<file path="src/rtl/digit_serdes.sv">
// digit_serdes: digit-serial load/store engine; shifts in address/store data and
// shifts out load data DIGIT bits per beat against a 1-cycle-latency word memory.
module digit_serdes #(
  parameter int XLEN   = 32,
  parameter int DIGIT  = 1,
  parameter int ADDR_W = 10
) (
  input  logic                clk,
  input  logic                rst,
  input  logic                start,
  input  logic                op,
  input  logic [1:0]          size,
  input  logic                is_unsigned,
  input  logic [DIGIT-1:0]    din,
  output logic [DIGIT-1:0]    dout,
  output logic                dout_valid,
  output logic [ADDR_W-1:0]   mem_addr,
  output logic                mem_en,
  output logic [XLEN/8-1:0]   mem_we,
  output logic [XLEN-1:0]     mem_wdata,
  input  logic [XLEN-1:0]     mem_rdata,
  output logic                busy,
  output logic                done,
  output logic                misaligned
);
  localparam int N  = XLEN / DIGIT;
  localparam int CW = N > 1 ? $clog2(N) : 1;
  localparam int BW = XLEN / 8;
  typedef enum logic [2:0] {IDLE, ADDR, RD, CAP, OUT, STIN, WR, DONE} state_t;
  state_t state_q, state_d;
  logic [CW-1:0] cnt_q, cnt_d;
  logic [XLEN-1:0] addr_q, addr_d, data_q, data_d;
  logic [ADDR_W-1:0] mem_addr_q, mem_addr_d;
  logic op_q, op_d, us_q, us_d, mis_q, mis_d;
  logic [1:0] size_q, size_d, off;
  logic [XLEN-1:0] sh, dmask, msb, ld;
  logic [BW-1:0] mask;
  logic last, bad, sign;
  assign off   = addr_q[1:0];
  assign last  = cnt_q == CW'(N - 1);
  assign dmask = size_q == 2'b00 ? XLEN'(8'hff) : size_q == 2'b01 ? XLEN'(16'hffff) : '1;
  assign mask  = size_q == 2'b00 ? BW'(1) : size_q == 2'b01 ? BW'(3) : '1;
  assign sh    = mem_rdata >> {off, 3'b000};
  // top bit of the kept field supplies the sign for narrow loads
  assign msb   = dmask & ~(dmask >> 1);
  assign sign  = |(sh & msb);
  assign ld    = (sh & dmask) | (~dmask & {XLEN{~us_q & sign}});
  assign bad   = size_q == 2'b11 || (size_q == 2'b01 && addr_d[0]) ||
                 (size_q == 2'b10 && addr_d[1:0] != 2'b00);
  always_comb begin
    state_d    = state_q;
    cnt_d      = cnt_q;
    addr_d     = addr_q;
    data_d     = data_q;
    mem_addr_d = mem_addr_q;
    op_d       = op_q;
    size_d     = size_q;
    us_d       = us_q;
    mis_d      = mis_q;
    case (state_q)
      IDLE: if (start) begin
        op_d    = op;
        size_d  = size;
        us_d    = is_unsigned;
        cnt_d   = '0;
        mis_d   = 1'b0;
        state_d = ADDR;
      end
      ADDR: begin
        addr_d = XLEN'({din, addr_q} >> DIGIT);
        cnt_d  = last ? '0 : cnt_q + CW'(1);
        if (last) begin
          mis_d      = bad;
          mem_addr_d = bad ? mem_addr_q : addr_d[ADDR_W+1:2];
          state_d    = bad ? DONE : op_q ? STIN : RD;
        end
      end
      RD:   state_d = CAP;
      CAP: begin
        data_d  = ld;
        state_d = OUT;
      end
      OUT: begin
        data_d  = data_q >> DIGIT;
        cnt_d   = last ? '0 : cnt_q + CW'(1);
        state_d = last ? DONE : OUT;
      end
      STIN: begin
        data_d  = XLEN'({din, data_q} >> DIGIT);
        cnt_d   = last ? '0 : cnt_q + CW'(1);
        state_d = last ? WR : STIN;
      end
      WR:   state_d = DONE;
      DONE: state_d = IDLE;
    endcase
  end
  always_ff @(posedge clk) begin
    if (rst) begin
      state_q    <= IDLE;
      cnt_q      <= '0;
      addr_q     <= '0;
      data_q     <= '0;
      mem_addr_q <= '0;
      op_q       <= 1'b0;
      size_q     <= 2'b00;
      us_q       <= 1'b0;
      mis_q      <= 1'b0;
    end else begin
      state_q    <= state_d;
      cnt_q      <= cnt_d;
      addr_q     <= addr_d;
      data_q     <= data_d;
      mem_addr_q <= mem_addr_d;
      op_q       <= op_d;
      size_q     <= size_d;
      us_q       <= us_d;
      mis_q      <= mis_d;
    end
  end
  assign busy       = state_q != IDLE;
  assign done       = state_q == DONE;
  assign misaligned = done & mis_q;
  assign dout_valid = state_q == OUT;
  assign dout       = dout_valid ? data_q[DIGIT-1:0] : '0;
  assign mem_en     = state_q == RD || state_q == WR;
  assign mem_we     = state_q == WR ? mask << off : '0;
  assign mem_wdata  = state_q == WR ? (data_q & dmask) << {off, 3'b000} : '0;
  assign mem_addr   = mem_addr_q;
endmodule

</file>
<file path="config.mk">
export PLATFORM = sky130hd
export DESIGN_NAME = digit_serdes
export DESIGN_NICKNAME = d
export VERILOG_FILES = /design/src/rtl/digit_serdes.sv
export SDC_FILE = /design/constraint.sdc
export NUM_CORES = 1
export LEC_CHECK = 0
export ABC_AREA = 1
export CAP_MARGIN = 20
export CORE_UTILIZATION = 53
export DETAILED_ROUTE_END_ITERATION = 10
export HOLD_SLACK_MARGIN = 0.06
export PLACE_DENSITY = 0.82
export SLEW_MARGIN = 20
export SYNTH_ARGS = -nofsm -noshare
export SYNTH_HDL_FRONTEND = slang
export SYNTH_SLANG_ARGS = --single-unit
</file>
<file path="constraint.sdc">
create_clock -name clk -period 1.7 [get_ports clk]
set_input_delay 0.17 -clock clk [delete_from_list [all_inputs] [get_ports clk]]
set_output_delay 0.17 -clock clk [all_outputs]
set_load 0.05 [all_outputs]
</file>
==> metrics.md, run 1 <==
| Metric | Value |
|---|---|
| Status | `did not finish` |
| Clock buffer depth | `2` |
| Die Span Y | `97.2 um` |
| Grt total ovfl | `471` |
| HPWL after DPL | `11.7 mm` |
| Register area share after synthesis | `36.2%` |
| H-Tree Depth | `3` |
| Synthesized area | `4810 um^2` |
| Cell row count | `34` |
| Fail Step | `global routing` |
| Err | `[ERROR GRT-0232] Routing congestion too high. Check the congestion heatmap in the GUI.` |
| Worst_ep kind | `output port` |
| Port buffer count | `91` |
| Placer Congestion | `0.939` |
| Flops & latches, synth | `87` |
| Die width | `97.2 um` |
| GR repair worst EP | `mem_wdata[26]` |
| Clk root buf | `clkbuf_8` |
| Unique masters post-synth | `32` |
| I/O pins | `92` |
| Cts bufs inserted | `9` |
| Synth Instances | `744` |
| Largest net degree at the start of global routing | `31` |
| Net Count, Synth | `786` |
| Ys Warns | `0` |
| Clock sinks | `87` |
| Starting Density | `54.9%` |
| Syn Area/Cell | `6.46 um^2` |
| GRT Resource Usage Total | `89.6%` |
## cell usage after synthesis
cell type	number	share of area, %
nand3_4	1	0.36
buf_4	1	0.16
nand2_1	215	17
o21bai_1	16	2.5
nand2_2	3	0.39
or2_1	1	0.13
a221oi_1	9	1.6
nor2_2	3	0.39
dfxtp_1	87	36
nor3_1	4	0.42
a21oi_1	67	7.0
clkinv_1	1	0.078
nand4_4	1	0.44
xor2_1	2	0.36
a31oi_1	17	2.2
o21ai_0	13	1.4
nor2_1	77	6.0
nand3_1	58	6.0
o221ai_1	23	4.2
ha_1	2	0.52
buf_1	7	0.55
o21a_1	10	1.6
inv_2	7	0.55
nor2_4	2	0.47
o31ai_1	1	0.16
inv_4	1	0.13
o21ai_1	1	0.10
and2_1	1	0.13
buf_2	10	1.0
clkbuf_1	26	2.0
inv_1	76	5.9
nand3b_1	1	0.16
## per-stage QoR
step                setup TNS (ps)  instance area [um^2]  util (%)  setup WS, ps  cells
CTS                          -3280                  7810      89.1          -149   1004
floorplan                    -7020                  5110         -          -340    744
global placement                 0                  6470      73.8          43.5    946
detailed placement           -69.6                  6470      73.8         -52.7    946
## timing repair
action / 4_1_cts
endpoints found under the setup margin: 43
resized for setup: 193
endpoints found under the hold margin: 0
hold buffers: 0
setup buffers: 37
gates cloned: 6
pin swaps: 42
## layer usage
| layer | GRT overflow | global-route usage (%) |
|---|---|---|
| met1 | 4 | 85.7 |
| met2 | 335 | 114 |
| met3 | 1 | 66.3 |
| met4 | 131 | 102 |
| met5 | 0 | 7.14 |
## kinds of logic after synthesis
kind of cell	count (synthesis)	share of synthesized area (%)
simple gates	367	31.7
compound gates	157	20.7
buf+inv	129	10.5
flops	87	36.2
xor+xnor	2	0.364
fa+ha+maj	2	0.520
==> run 2, diff against run 1 <==
CORE_UTILIZATION = 40   (was 53)
HOLD_SLACK_MARGIN = default   (was 0.06)
PLACE_DENSITY = default   (was 0.82)
PLACE_DENSITY_LB_ADDON = 0.15   (was default)
==> run 2 against run 1 <==
The flow now finishes, with violations (design-rule violations, negative setup slack). Synthesized area stayed put. Synthesized cell count stayed put.
==> metrics.md, run 2 <==
| Metric | Value |
|---|---|
| Status | `finished, violations left (was did not finish)` |
| Violated checks | `design-rule violations, negative setup slack` |
| Worst Skew | `6.01 ps` |
| Tmin final | `1820 ps` |
| Final ANT Viol Nets | `0` |
| Post-synth top area share | `36.2% (unchanged)` |
| Grt total ovfl | `0` |
| Die Span Y | `112 um (was 97.2 um)` |
| Post-Route WL | `17.8 mm` |
| Cell row count | `39 (was 34)` |
| Non-filler cells, final | `1024` |
| Register area share after synthesis | `36.2% (unchanged)` |
| Port buffer count | `91 (unchanged)` |
| Syn Area/Cell | `6.46 um^2 (unchanged)` |
| NumNets Final | `918` |
| Slew margin rel. | `66.0%` |
| Number of DRC markers in iteration 0 | `608` |
| Ys async rst share | `0% (unchanged)` |
| Synth area leader | `dfxtp_1 (unchanged)` |
| Pins Over Slew Limit | `0` |
| Synth Instances | `744 (unchanged)` |
| Synth cell count leaders | `215 x nand2_1, 87 x dfxtp_1, 77 x nor2_1 (unchanged)` |
| Fraction of layout cells with a size suffix above 1 | `29.3%` |
| Hold_buf cts | `0 (unchanged)` |
| Unique masters post-synth | `32 (unchanged)` |
| Period utilization | `107%` |
| Vias in the first global route | `5244` |
| Clock tree from TritonCTS | `built` |
| Initial antenna violation count | `0` |
| HPWL after DPL | `11.9 mm (was 11.7 mm)` |
| Net Count, Synth | `786 (unchanged)` |
| Placer Congestion | `0.951 (was 0.939)` |
| # setup viols final | `35` |
| Clock buffer depth | `2 (unchanged)` |
| H-Tree Depth | `3 (unchanged)` |
| RSZ-0062 raised after global routing | `yes` |
| CTS clk-pin slew, worst paths | `70 ps` |
| Peak VDD IR | `0.506 mV` |
| Avg WL per Cell | `17.3 um` |
| Most common cell after layout, fill and taps aside | `nand2_1` |
| CP arrival | `1650 ps` |
| GRT Resource Usage Total | `28.1%` |
| Dpl ws | `42.3 ps (was -52.7 ps)` |
| Clk_lat worst skew | `350 ps` |
| Vias per inst | `5.52` |
| Diodes inserted | `0` |
| Ys Warns | `0 (unchanged)` |
| Flops & latches, synth | `87 (unchanged)` |
| DRC errors left | `6` |
| Worst-Margin Slew | `509 ps` |
| DP Cell Count | `986 (was 946)` |
| Synth top area cells | `dfxtp_1 36%, nand2_1 17%, a21oi_1 7.0%, nand3_1 6.0%, nor2_1 6.0% (unchanged)` |
| Synthesized area | `4810 um^2 (unchanged)` |
| Most frequent cell after synthesis | `nand2_1 (unchanged)` |
| First-pass GRT wire length | `27.4 mm` |
| Clock sinks | `87 (unchanged)` |
| Clk root buf | `clkbuf_16 (was clkbuf_8)` |
| Hold crit path type | `in2reg` |
| Final WS setup | `-125 ps` |
| Floorplan Core Area | `11600 um^2` |
| Crit end category | `output port` |
| I/O pins | `92 (unchanged)` |
| Crit Path Max Fanout | `5` |
| Power Dens Cells | `736 nW/um^2` |
| Starting Density | `41.6% (was 54.9%)` |
| Routed vias | `5652` |
| Leakage power | `0.00304 uW` |
| Final Hold Viols | `0` |
| EDFF count, synth | `0 (unchanged)` |
| Critical path class | `reg2out` |
| CP Launch Type | `flip-flop` |
| F_max | `548 MHz` |
| Cts bufs inserted | `9 (unchanged)` |
| Die footprint | `12500 um^2` |
| Area Growth Syn to Fin | `61.4%` |
| Largest net degree at the start of global routing | `47` |
| Most frequent cells in the layout | `206 x nand2_1, 79 x dfxtp_1, 66 x a21oi_1` |
| Router iterations before antenna repair | `9` |
| Most used DFF post-synth | `dfxtp_1 (unchanged)` |
| Die width | `112 um (was 97.2 um)` |
| Max cap viols | `0` |
| CP required | `1530 ps` |
run 2: report_power, final:
group | internal, uW | total [uW] | switching [uW] | leakage [uW]
combinational | 665 | 1560 | 897 | 0.00219
clock | 1050 | 1930 | 885 | 0.000137
sequential | 2130 | 2220 | 89.7 | 0.000710
total | 3840 | 5710 | 1870 | 0.00304
run 2: worst paths after layout:
kind | end | cells after the start | from | slack [ps]
max reg2reg | data_q[28]$_SDFFE_PP0P_ | 13 | addr_q[0]$_SDFF_PP0_ | 40
min | us_q$_SDFFE_PP0P_ | 3 | is_unsigned | 450
max | mem_wdata[28] | 8 | size_q[1]$_SDFFE_PP0P_ | -120
min reg2reg | addr_q[30]$_SDFFE_PP0P_ | 2 | addr_q[31]$_SDFFE_PP0P_ | 460
run 2: area by class of cell:
cell class / count / area (um^2)
well taps: 143 / 179
repair buffers: 163 / 1910
fillers: 929 / 3810
flip-flops and latches: 87 / 1760
inverters: 85 / 387
clock buffers: 11 / 243
clock inverters: 5 / 40.0
multi-input cells: 530 / 3240
run 2: cells by family after synthesis:
kind of cell / Yosys count / synth area share [%]
XOR/XNOR: 2 / 0.364
AO/OA/AOI/OAI: 157 / 20.7
flip-flops: 87 / 36.2
adder cells (fa/ha/maj): 2 / 0.520
buffers and inverters: 129 / 10.5
AND/OR/NAND/NOR: 367 / 31.7
run 2: metal layers:
layer | global-route usage (%) | share of wire (%)
met1 | 38.7 | 42
met2 | 43.1 | 46
met3 | 5.93 | 9.3
met4 | 10.1 | 2.2
met5 | 0 | 0
run 2: worst max-delay path: stages, from the launching register on:
cell,delay [ps]
dfxtp_4,360
nor2_4,150
buf_12,160
nor2_4,50
o21ai_2,160
nand2_1,90
nand3_2,90
clkinvlp_4,80
buf_6,150
run 2: what timing repair did:
| action | 4_1_cts | 5_1_grt |
|---|---|---|
| cloned | 3 | 4 |
| setup buffers | 10 | 8 |
| pin swaps | 15 | 23 |
| endpoints found under the hold margin | 0 | 0 |
| resized for setup | 134 | 48 |
| setup endpoints to repair | 41 | 66 |
run 2: stage by stage:
stage          setup TNS, ps  cell area [um^2]  hold WS, ps  util, %  power (uW)
3_3_place_gp               0              6560          446     56.7        3400
3_5_place_dp               0              6560          453     56.7        3420
4_1_cts                -1920              7460          448     64.5        5530
6_report               -2730              7760          454     67.1        5710
2_1_floorplan          -7020              5110          315        -        2930
5_1_grt                -5200              7760          462     67.1        5940
No activity file was read; power rests on OpenSTA's default activity.
